### src/rtl/stopwatch_ctrl.sv
// Stopwatch sequencer: button synchronizers, IDLE/RUN/PAUSE FSM, tick prescaler and 00..99 BCD count.
// Optional lap/freeze display feature is built when STOPWATCH_LAP_EN is defined.
module stopwatch_ctrl #(
   parameter int unsigned TICK_DIV = 5000000,
   parameter int unsigned TICK_W   = 32
) (
   input  logic       clk,
   input  logic       rst_n,
   input  logic       btn_ss,
   input  logic       btn_clr,
`ifdef STOPWATCH_LAP_EN
   input  logic       btn_lap,
   output logic       lap_o,
`endif
   output logic [3:0] disp_ones,
   output logic [3:0] disp_tens,
   output logic       run_o,
   output logic       tick_o,
   output logic       wrap_o
);

   typedef enum logic [1:0] {
      ST_IDLE  = 2'd0,
      ST_RUN   = 2'd1,
      ST_PAUSE = 2'd2
   } state_t;

   localparam logic [TICK_W-1:0] TICK_LAST = TICK_W'(TICK_DIV - 32'd1);
   localparam logic [TICK_W-1:0] PRESC_ONE = TICK_W'(32'd1);

   // Returns {wrap, tens, ones} of the count advanced by one.
   function automatic logic [8:0] bcd_inc(input logic [3:0] ones, input logic [3:0] tens);
      logic [8:0] res;
      if (ones < 4'd9) begin
         res = {1'b0, tens, ones + 4'd1};
      end else if (tens < 4'd9) begin
         res = {1'b0, tens + 4'd1, 4'd0};
      end else begin
         res = {1'b1, 4'd0, 4'd0};
      end
      return res;
   endfunction

   state_t            state_r;
   state_t            state_nxt_s;
   logic [TICK_W-1:0] presc_r;
   logic [TICK_W-1:0] presc_nxt_s;
   logic [3:0]        ones_r;
   logic [3:0]        tens_r;
   logic [3:0]        ones_nxt_s;
   logic [3:0]        tens_nxt_s;
   logic [8:0]        inc_s;
   logic              tick_s;
   logic              tick_nxt_s;
   logic              wrap_nxt_s;
   logic              run_r;
   logic              tick_r;
   logic              wrap_r;
   logic [2:0]        ss_sync_r;
   logic [2:0]        clr_sync_r;
   logic              ss_edge_s;
   logic              clr_edge_s;

   // Button synchronizers plus one delayed copy for rising-edge detection.
   always_ff @(posedge clk or negedge rst_n) begin
      if (!rst_n) begin
         ss_sync_r  <= 3'b000;
         clr_sync_r <= 3'b000;
      end else begin
         ss_sync_r  <= {ss_sync_r[1:0], btn_ss};
         clr_sync_r <= {clr_sync_r[1:0], btn_clr};
      end
   end

   assign ss_edge_s  = ss_sync_r[1] & ~ss_sync_r[2];
   assign clr_edge_s = clr_sync_r[1] & ~clr_sync_r[2];

   assign tick_s = (state_r == ST_RUN) && (presc_r == TICK_LAST);
   assign inc_s  = bcd_inc(ones_r, tens_r);

   // Next-state, prescaler and count update; clear beats start/stop and discards a tick.
   always_comb begin
      state_nxt_s = state_r;
      presc_nxt_s = presc_r;
      ones_nxt_s  = ones_r;
      tens_nxt_s  = tens_r;
      tick_nxt_s  = 1'b0;
      wrap_nxt_s  = 1'b0;
      case (state_r)
         ST_IDLE: begin
            if (ss_edge_s && !clr_edge_s) begin
               state_nxt_s = ST_RUN;
               presc_nxt_s = '0;
            end else begin
               state_nxt_s = ST_IDLE;
            end
         end
         ST_RUN: begin
            if (clr_edge_s) begin
               state_nxt_s = ST_IDLE;
               presc_nxt_s = '0;
               ones_nxt_s  = 4'd0;
               tens_nxt_s  = 4'd0;
            end else begin
               // A tick coinciding with stop is still counted; otherwise stop freezes the prescaler.
               if (tick_s) begin
                  presc_nxt_s = '0;
                  ones_nxt_s  = inc_s[3:0];
                  tens_nxt_s  = inc_s[7:4];
                  tick_nxt_s  = 1'b1;
                  wrap_nxt_s  = inc_s[8];
               end else if (ss_edge_s) begin
                  presc_nxt_s = presc_r;
               end else begin
                  presc_nxt_s = presc_r + PRESC_ONE;
               end
               if (ss_edge_s) begin
                  state_nxt_s = ST_PAUSE;
               end else begin
                  state_nxt_s = ST_RUN;
               end
            end
         end
         ST_PAUSE: begin
            if (clr_edge_s) begin
               state_nxt_s = ST_IDLE;
               presc_nxt_s = '0;
               ones_nxt_s  = 4'd0;
               tens_nxt_s  = 4'd0;
            end else if (ss_edge_s) begin
               state_nxt_s = ST_RUN;
            end else begin
               state_nxt_s = ST_PAUSE;
            end
         end
         default: begin
            state_nxt_s = ST_IDLE;
            presc_nxt_s = '0;
            ones_nxt_s  = 4'd0;
            tens_nxt_s  = 4'd0;
         end
      endcase
   end

   // FSM, prescaler, live count and registered status outputs.
   always_ff @(posedge clk or negedge rst_n) begin
      if (!rst_n) begin
         state_r <= ST_IDLE;
         presc_r <= '0;
         ones_r  <= 4'd0;
         tens_r  <= 4'd0;
         run_r   <= 1'b0;
         tick_r  <= 1'b0;
         wrap_r  <= 1'b0;
      end else begin
         state_r <= state_nxt_s;
         presc_r <= presc_nxt_s;
         ones_r  <= ones_nxt_s;
         tens_r  <= tens_nxt_s;
         run_r   <= (state_nxt_s == ST_RUN);
         tick_r  <= tick_nxt_s;
         wrap_r  <= wrap_nxt_s;
      end
   end

   assign run_o  = run_r;
   assign tick_o = tick_r;
   assign wrap_o = wrap_r;

`ifdef STOPWATCH_LAP_EN
   logic [2:0] lap_sync_r;
   logic       lap_edge_s;
   logic       freeze_r;
   logic       freeze_nxt_s;
   logic [3:0] disp_ones_r;
   logic [3:0] disp_tens_r;

   // Lap button synchronizer and edge-detect history.
   always_ff @(posedge clk or negedge rst_n) begin
      if (!rst_n) begin
         lap_sync_r <= 3'b000;
      end else begin
         lap_sync_r <= {lap_sync_r[1:0], btn_lap};
      end
   end

   assign lap_edge_s = lap_sync_r[1] & ~lap_sync_r[2];

   // Freeze toggles on lap in RUN/PAUSE and is dropped whenever the FSM heads to IDLE.
   always_comb begin
      freeze_nxt_s = freeze_r;
      if (state_nxt_s == ST_IDLE) begin
         freeze_nxt_s = 1'b0;
      end else if (lap_edge_s && (state_r != ST_IDLE)) begin
         freeze_nxt_s = ~freeze_r;
      end else begin
         freeze_nxt_s = freeze_r;
      end
   end

   // Display register: holds while frozen, otherwise tracks the live count.
   always_ff @(posedge clk or negedge rst_n) begin
      if (!rst_n) begin
         freeze_r    <= 1'b0;
         disp_ones_r <= 4'd0;
         disp_tens_r <= 4'd0;
      end else begin
         freeze_r <= freeze_nxt_s;
         if (!freeze_nxt_s) begin
            disp_ones_r <= ones_nxt_s;
            disp_tens_r <= tens_nxt_s;
         end else begin
            disp_ones_r <= disp_ones_r;
            disp_tens_r <= disp_tens_r;
         end
      end
   end

   assign disp_ones = disp_ones_r;
   assign disp_tens = disp_tens_r;
   assign lap_o     = freeze_r;
`else
   assign disp_ones = ones_r;
   assign disp_tens = tens_r;
`endif

endmodule

### config.mk
export PLATFORM = sky130hd
export DESIGN_NAME = stopwatch_ctrl
export DESIGN_NICKNAME = d
export VERILOG_FILES = /design/src/rtl/stopwatch_ctrl.sv
export SDC_FILE = /design/constraint.sdc
export NUM_CORES = 1
export LEC_CHECK = 0
export ABC_AREA = 1
export CORE_ASPECT_RATIO = 1.25
export CORE_MARGIN = 4
export CORE_UTILIZATION = 45
export CTS_BUF_LIST = sky130_fd_sc_hd__clkbuf_8
export DETAILED_ROUTE_END_ITERATION = 12
export PLACE_DENSITY = 0.6
export SYNTH_ARGS = -nofsm -noshare
export SYNTH_HDL_FRONTEND = slang
export SYNTH_SLANG_ARGS = --single-unit
### constraint.sdc
create_clock -name clk -period 3 [get_ports clk]
set_input_delay 0.6 -clock clk [delete_from_list [all_inputs] [get_ports clk]]
set_output_delay 0.6 -clock clk [all_outputs]
set_load 0.05 [all_outputs]
Word level (Yosys, flattened, before mapping)
Cells that the tools add are included.
{"block": "totals", "reg_bits": 51, "in_bits": 4, "output_inout_bits": 11}
{"block": "op_classes", "n_mux": 27, "n_lt_le_gt_ge": 2, "n_eq_ne": 9, "reduce_logical": 7, "bitwise": 5, "addsub": 3}
{"op": "$mux W32", "count": 5}
{"op": "$pmux W32 S3", "count": 1}
{"op": "$add A32 B1 Y32 const B", "count": 1}
{"op": "$eq A32 B23 Y1 const B", "count": 1}
{"op": "$pmux W4 S3", "count": 2}
{"op": "$mux W4", "count": 5}
{"op": "$mux W9", "count": 2}
{"op": "$add A4 B1 Y4 const B", "count": 2}
{"op": "$lt A4 B4 Y1 const B", "count": 2}
{"op": "$mux W2", "count": 4}
{"op": "$mux W1", "count": 7}
{"op": "$ne A3 B3 Y1 const B", "count": 2}
{"op": "$pmux W2 S3", "count": 1}
{"op": "$reduce_and A3 Y1", "count": 2}
{"op": "$eq A2 B1 Y1 const B", "count": 2}
{"op": "$ne A2 B2 Y1 const B", "count": 2}
{"op": "$ne A4 B4 Y1 const B", "count": 1}
{"op": "$reduce_and A4 Y1", "count": 1}
{"op": "$not A1 Y1", "count": 3}
{"op": "$and A1 B1 Y1", "count": 2}
{"op": "$eq A2 B2 Y1 const B", "count": 1}
{"op": "$logic_and A1 B1 Y1", "count": 2}
{"op": "$logic_not A2 Y1", "count": 1}
{"op": "$logic_not A1 Y1", "count": 1}

Longest topological paths before layout
Gate-level depths: netlist of run 1.
{"block": "depth", "depth_word": 7, "mapped_depth": 11, "ltp_nobuf": 11}

Worst setup path before layout of run 1
OpenSTA, ideal clock, no wires.
{"block": "synth_path", "kind": "register to register", "start": "reg ones_r[0], in the netlist disp_ones[0]", "end": "reg tens_r[3], in the netlist disp_tens[3]", "path_stages_with_launch": 8, "setup_ns": 0.129, "t_arrival_ns": 1.652, "synth_period_minus_slack_ns": 1.781, "required_time_ns": 2.871, "setup_slack_ns": 1.219, "path_cell_list": "dfrtp_1 inv_1 ha_1 a21oi_1 nor2_1 nand3b_2 nand2_1 o21ai_0"}
{"block": "synth_between", "elab_chain_len": 3}
{"element": "from (decl)", "line_no": "48", "text": "logic [3:0] ones_r;"}
{"element": "from (signal assigned)", "line_no": "158", "text": "ones_r <= ones_nxt_s;"}
{"element": "$lt A4 B4 Y1", "line_no": "34", "text": "if (ones < 4'd9) begin"}
{"element": "$ne A3 B3 Y1 (no line)"}
{"element": "$reduce_and A4 Y1 (no line)"}
{"element": "to (signal assigned)", "line_no": "159", "text": "tens_r <= tens_nxt_s;"}
{"element": "to (decl)", "line_no": "49", "text": "logic [3:0] tens_r;"}
Every way passes these cells.
A chain may end at the register's enable or synchronous reset.

Worst setup path in the final report of run 1
{"block": "layout_path", "start": "reg presc_r[0]", "end": "reg presc_r[29]"}
{"block": "layout_between", "elab_chain_len": 5, "elab_cells_between_ends": 9, "classes_between": "add/sub: 1; eq/ne: 2; mux: 4; reduce/logical: 2"}
{"element": "from (decl)", "line_no": "46", "text": "logic [TICK_W-1:0] presc_r;"}
{"element": "from (signal assigned)", "line_no": "157", "text": "presc_r <= presc_nxt_s;"}
{"element": "$add A32 B1 Y32 / $eq A32 B23 Y1 (equally long branches)", "line_no": "115, 78"}
{"element": "$mux W32 / $logic_and A1 B1 Y1 (equally long branches)", "line_no": "112, 78"}
{"element": "$mux W32", "line_no": "106", "text": "if (tick_s) begin"}
{"element": "$mux W32", "line_no": "99", "text": "if (clr_edge_s) begin"}
{"element": "$pmux W32 S3", "line_no": "89", "text": "case (state_r)"}
Several ways; a longest one is shown, not always the timed one. The select of a mux whose other input is x is not followed.

==> run_results.csv, run 1 <==
group,metric,value,unit
drt,ant_nets,0,
yosys,yosysUniqueCellTypes,32,
yosys,avgSynthCellArea,6.90,sq um
placement,hpwl,6.49,mm
power,switchingPower,0.000566,W
yosys,synthCells,486,
worst_setup_path,path_cells,"ha_1 > inv_1 > nor2_8 > nand3_2 > nor2_2 > nand2_2 > a21oi_4 > inv_4 > nand2_1 > o21ai_2",
global_route,grt_overflow,0,
clock_tree,clk_pin_slew_worst_paths,0.11,ns
layout,n_antenna_cell,0,
timing,post-route-min-period,2.26,ns
drt,drt-initial-drc-count,167,
placement,portBuffers,14,
timing,slew_violations,0,
clock_tree,numCtsBuffers,5,
timing,max_freq,442,MHz
die,die_h,104,microns
power,power.share.clock,28.3,%
worst_setup_path,end_kind,"flip-flop",
worst_setup_path,cp_slowest_stage_delay,0.44,ns
timing,fin_worst_skew,0.0115,ns
placement,place_inst,585,
worst_setup_path,slowest_stage,"dfrtp_1",
yosys,synth_warnings,0,
clock_tree,cts_root_buffer,"clkbuf_8",
global_route,grt_antenna_before_repair,0,
worst_setup_path,r2r_start,"presc_r[0]",
yosys,ys_ff_latch,51,
timing,setup_viol,0,
timing,worstMarginPinSlew,0.540,ns
worst_setup_path,cp_max_fo,45,
drt,routed_wl,8.56,mm
power,netSwitchingFraction,36.6,%
yosys,synth_edf_count,0,
timing,timing.slew.headroom,63.6,%
power,p_int,0.000981,W
global_route,grtUsageTotal,20.4,%
clock_tree,hold_buffers,0,
die,dieArea,8900,sq um
die,ioPinCount,15,
yosys,ys.flop_type,"dfrtp_1",
worst_setup_path,crit_arrival,2.45,ns
min_path,hold_path.class,"in -> async",
worst_setup_path,critical_path_required,3.19,ns
placement,placed_cell_area,3560,sq um
power,irDropWorstVdd,0.000297,V
timing,whs,0.211,ns
drt,wl_per_cell,14.4,microns
power,seq_power_share,48.8,%
worst_setup_path,rrSetupSlack,0.74,ns
placement,gp_congestion,1.02,
layout,drive_gt1_share,7.95,%
global_route,grt_pass1_wl,14.7,mm
timing,fin_tns_setup,0,ns
yosys,syn-cell-area,3350,sq um
power,power_leakage,1.62,nW
power,power.density,423,nW/um^2
yosys,seq_area_frac_synth,38.1,%
worst_setup_path,worst-r2r-cell-count,10,
worst_setup_path,cp-start-kind,"flip-flop",
worst_setup_path,crit_type,"reg -> reg",
die,coreArea,7100,sq um
power,comb_power_share,22.9,%
clock_tree,cts_resized,0,
clock_tree,cts_buffer_depth,2,
global_route,grt_pass1_vias,3063,
drt,drcViolationCount,0,
worst_setup_path,timing.rr.end,"presc_r[29]",
global_route,grt_max_degree,46,
outcome,outcome,"finished clean",
clock_tree,cts.sinks,51,
layout,syn2layout_area_growth,9.11,%
clock_tree,insertion_delay,0.32,ns
yosys,synth-async-reset-ratio,100,%
drt,drt_first_pass_iters,4,
timing,hold_viol_final,0,
layout,final_common_cell,"nand2_1",
yosys,syn-num-nets,495,
timing,rsz0062_at_grt,"no",
layout,finalNetCount,511,
clock_tree,postCtsSetupBuffers,0,
drt,vias_per_cell,5.18,
die,fp-row-count,34,
layout,fin_cells,593,
drt,dr_total_vias,3074,
clock_tree,cts_tree,"built",
layout,design_area,3660,sq um
die,start_util,47.2,%
job,cap_violations,0,
die,die_w,85.2,microns
clock_tree,cts_max_level,2,
layout,final_cell_mix,"153 x nand2_1, 86 x nor2_1, 54 x inv_1",
timing,fin_crit_sh,75.4,%
layout,nFillCells,707,
-- power by group through the flow --
stage               Clock, W  Sequential [W]  Combinational (W)
floorplan                  0        0.000826           0.000200
global placement           0        0.000766           0.000354
detailed placement         0        0.000768           0.000356
CTS                 0.000445        0.000755           0.000358
global route        0.000471        0.000762           0.000391
finish              0.000438        0.000755           0.000354
-- worst max-delay path by stage --
stage / end / cells after the start / startpoint / slack [ns]
3_3_place_gp: presc_r[27] / 8 / state_r[0] / 0.84
4_1_cts: presc_r[29] / 10 / presc_r[0] / 0.76
6_report: presc_r[29] / 10 / presc_r[0] / 0.74
2_1_floorplan: disp_tens[3] / 7 / disp_ones[0] / 1.22
5_1_grt: presc_r[21] / 10 / presc_r[0] / 0.51
3_5_place_dp: presc_r[21] / 10 / presc_r[0] / 0.77
-- logic make-up after synthesis --
kind of cell	synth area share [%]
compound gates	8.77
xor+xnor	3.66
fa+ha+maj	1.87
buf+inv	8.36
flops	38.1
simple gates	39.3
-- worst max-delay path, delay by kind of cell (launching register included) --
| family | cells | cell delay (ns) |
|---|---|---|
| and+or+nand+nor | 5 | 0.63 |
| DFF | 1 | 0.44 |
| AOI/OAI and AO/OA | 2 | 0.43 |
| buffers and inverters | 2 | 0.41 |
| adders and majority gates | 1 | 0.21 |
-- cell usage after synthesis, types with 3 or more instances --
cell type,n,area [sq um]
nand2_1,153,574
nor2_1,86,323
inv_1,54,203
dfrtp_1,51,1280
nand3_1,34,170
nand4_1,21,131
o21ai_2,16,140
o21ai_0,12,60.1
xor2_1,12,105
ha_1,5,62.6
o21ai_1,5,25.0
buf_6,4,45.0
clkbuf_1,4,15.0
nor3_1,4,20.0
a21oi_1,3,15.0
-- metal layers --
| metal | up-vias | GRT usage, % | share of wire [%] |
|---|---|---|---|
| li1 | 1575 | - | - |
| met1 | 1416 | 25.6 | 42 |
| met2 | 66 | 35.2 | 50 |
| met3 | 17 | 2.69 | 4.8 |
| met4 | 0 | 7.69 | 2.9 |
| met5 | - | 0 | 0 |
-- state kept, by name, indices dropped and copies added, names as in the netlist --
name and cells:
presc_r 32, disp_ones 4, disp_tens 4, clr_sync_r 3, ss_sync_r 3, state_r 2
run_o 1, tick_o 1, wrap_o 1
-- metrics by stage --
step	total power, W	setup slack [ns]	util (%)
2_1_floorplan	0.00103	1.22	-
3_3_place_gp	0.00112	0.836	50.1
3_5_place_dp	0.00112	0.770	50.1
4_1_cts	0.00156	0.756	51.5
5_1_grt	0.00162	0.515	51.5
6_report	0.00155	0.738	51.5
-- final cells by class --
| class | instances | area, sq um | share of cell area [%] |
|---|---|---|---|
| Clock buffer | 5 | 68.8 | 1.88 |
| Multi-Input combinational cell | 370 | 1800 | 49.1 |
| Inverter | 56 | 213 | 5.82 |
| Sequential cell | 51 | 1280 | 34.9 |
| Clock inverter | 3 | 26.3 | 0.718 |
| Timing Repair Buffer | 18 | 165 | 4.52 |
| Tap cell | 90 | 113 | 3.08 |
(Power assumes the default switching activity.)
==> run 2, diff against run 1 <==
clock period = 2.2 ns   (was 3 ns; I/O delays follow)
==> run 2 against run 1 <==
Wire length grew 2.7%. Flip-flop and latch count is the same. Sequential power grew 36%. Clock skew shrank 0.0025 ns. Global-route usage grew 0.48 points. Combinational power grew 38%. Register-to-register slack lost 0.51 ns. Non-clock buffer count grew 5. Count of clock-buffer cells in the layout is the same. Setup slack lost 0.56 ns. Utilization grew 0.55 points. Critical path type is now reg -> out. Largest cell class unchanged. Largest power group unchanged.
==> run_results.csv, run 2 (synthesis results as in run 1) <==
group,metric,value,unit
outcome,outcome,"finished clean",
timing,slew_violations,0,
worst_setup_path,cp_slowest_stage_delay,0.83,ns
worst_setup_path,critical_path_required,1.76,ns
layout,finalNetCount,516,
timing,fin_worst_skew,0.00899,ns
die,dieArea,8900,sq um
clock_tree,cts_buffer_depth,2,
layout,final_cell_mix,"153 x nand2_1, 86 x nor2_1, 54 x inv_1",
placement,hpwl,6.51,mm
global_route,grt_pass1_vias,3168,
timing,rsz0062_at_grt,"no",
worst_setup_path,worst-r2r-cell-count,10,
worst_setup_path,timing.rr.end,"presc_r[28]",
power,seq_power_share,48.8,%
timing,hold_viol_final,0,
power,p_int,0.00134,W
min_path,hold_path.class,"in -> async",
drt,drt_first_pass_iters,7,
worst_setup_path,path_cells,"clkdlybuf4s50_1",
worst_setup_path,crit_arrival,1.58,ns
worst_setup_path,path_delay_family,"buffers and inverters",
power,comb_power_share,23.3,%
drt,routed_wl,8.79,mm
worst_setup_path,r2r_start,"presc_r[0]",
die,die_h,104,microns
drt,ant_nets,0,
drt,vias_per_cell,5.32,
drt,dr_total_vias,3184,
die,die_w,85.2,microns
global_route,grt_overflow,0,
worst_setup_path,slowest_stage,"clkdlybuf4s50_1",
clock_tree,cts_root_buffer,"clkbuf_8",
global_route,grt_antenna_before_repair,0,
power,netSwitchingFraction,36.4,%
die,coreArea,7100,sq um
power,irDropWorstVdd,0.000511,V
drt,wl_per_cell,14.7,microns
timing,fin_tns_setup,0,ns
placement,gp_congestion,0.949,
worst_setup_path,crit_type,"reg -> out",
layout,top_register,"presc_r",
power,switchingPower,0.000766,W
clock_tree,hold_buffers,0,
timing,max_freq,496,MHz
layout,n_antenna_cell,0,
timing,worstMarginPinSlew,0.685,ns
job,cap_violations,0,
clock_tree,cts_tree,"built",
drt,drt-initial-drc-count,204,
worst_setup_path,cp-startpoint,"disp_tens[3]",
clock_tree,clk_pin_slew_worst_paths,0.11,ns
timing,fin_crit_sh,91.7,%
layout,drive_gt1_share,9.06,%
clock_tree,insertion_delay,0.31,ns
placement,portBuffers,14,
clock_tree,numCtsBuffers,5,
layout,final_common_cell,"nand2_1",
power,power_leakage,1.64,nW
global_route,grt_pass1_wl,15.1,mm
timing,timing.slew.headroom,54.3,%
worst_setup_path,end_kind,"primary output",
power,power.share.clock,27.9,%
worst_setup_path,cp-start-kind,"flip-flop",
layout,largest_register_ff_count,32,
layout,syn2layout_area_growth,10.3,%
global_route,grtUsageTotal,20.9,%
timing,post-route-min-period,2.02,ns
worst_setup_path,rrSetupSlack,0.23,ns
clock_tree,cts.sinks,51,
worst_setup_path,critPathBufInv,1,
worst_setup_path,cp_max_fo,4,
timing,setup_viol,0,
placement,placed_cell_area,3600,sq um
die,fp-row-count,34,
layout,design_area,3700,sq um
clock_tree,postCtsSetupBuffers,0,
die,start_util,47.2,%
die,ioPinCount,15,
power,power.density,570,nW/um^2
drt,drcViolationCount,0,
global_route,grt_max_degree,52,
clock_tree,cts_max_level,2,
## run 2: cell types whose count changed in the layout (fill, tap and decap cells not counted)
cell	before	now
clkinv_4	1	0
nor3_1	4	3
buf_4	4	9
clkinv_2	0	1
nor3_2	0	1
## run 2: layout make-up
class	instances	area [sq um]
clock buffers	5	68.8
repair buffers	23	203
clock inverters	3	22.5
well taps	90	113
inverters	56	213
multi-input cells	370	1800
flip-flops and latches	51	1280
fillers	720	3410
## run 2: layer usage
metal  GRT usage, %  vias up  part of all wire [%]
met3           2.46       25                   3.2
met4           7.13        0                   2.8
met5              0        -                     0
met1           25.9     1478                    43
met2           36.9       88                    51
li1               -     1593                     -
## run 2: worst reg2reg max path, stage by stage, from the launching register on
cell	delay, ns
dfrtp_1	0.44
ha_1	0.21
inv_1	0.11
nor2_8	0.17
nand3_2	0.08
nor2_2	0.12
nand2_2	0.11
a21oi_4	0.18
inv_4	0.21
nand2_1	0.17
o21ai_2	0.06
## run 2: repair_timing
action / 4_1_cts / 5_1_grt
hold endpoints to repair: 0 / 0
endpoints found under the setup margin: 0 / 1
gates resized for setup: 0 / 1
## run 2: worst max-delay path by stage
| stage | to | slack [ns] | cells after the start |
|---|---|---|---|
| floorplan | disp_tens[3] | 0.42 | 7 |
| global placement | presc_r[21] | 0.31 | 10 |
| detailed placement | presc_r[28] | 0.23 | 10 |
| CTS | disp_ones[1] | 0.16 | 1 |
| global route | disp_tens[1] | 0.009 | 10 |
| finish | disp_tens[3] | 0.18 | 1 |
## run 2: stage by stage
step | instances | power (W) | hold WS, ns | util, % | setup slack (ns)
2_1_floorplan | 486 | 0.00140 | 0.144 | - | 0.419
3_3_place_gp | 590 | 0.00154 | 0.336 | 50.7 | 0.307
3_5_place_dp | 590 | 0.00154 | 0.339 | 50.7 | 0.232
4_1_cts | 598 | 0.00213 | 0.272 | 52.0 | 0.165
5_1_grt | 598 | 0.00222 | 0.291 | 52.0 | 0.00928
6_report | 598 | 0.00211 | 0.246 | 52.0 | 0.183
## run 2: power by group through the flow
stage | logic (W) | registers (W) | clock network, W
4_1_cts | 0.000500 | 0.00103 | 0.000598
5_1_grt | 0.000544 | 0.00104 | 0.000639
2_1_floorplan | 0.000273 | 0.00113 | 0
3_3_place_gp | 0.000494 | 0.00104 | 0
3_5_place_dp | 0.000497 | 0.00105 | 0
6_report | 0.000490 | 0.00103 | 0.000588
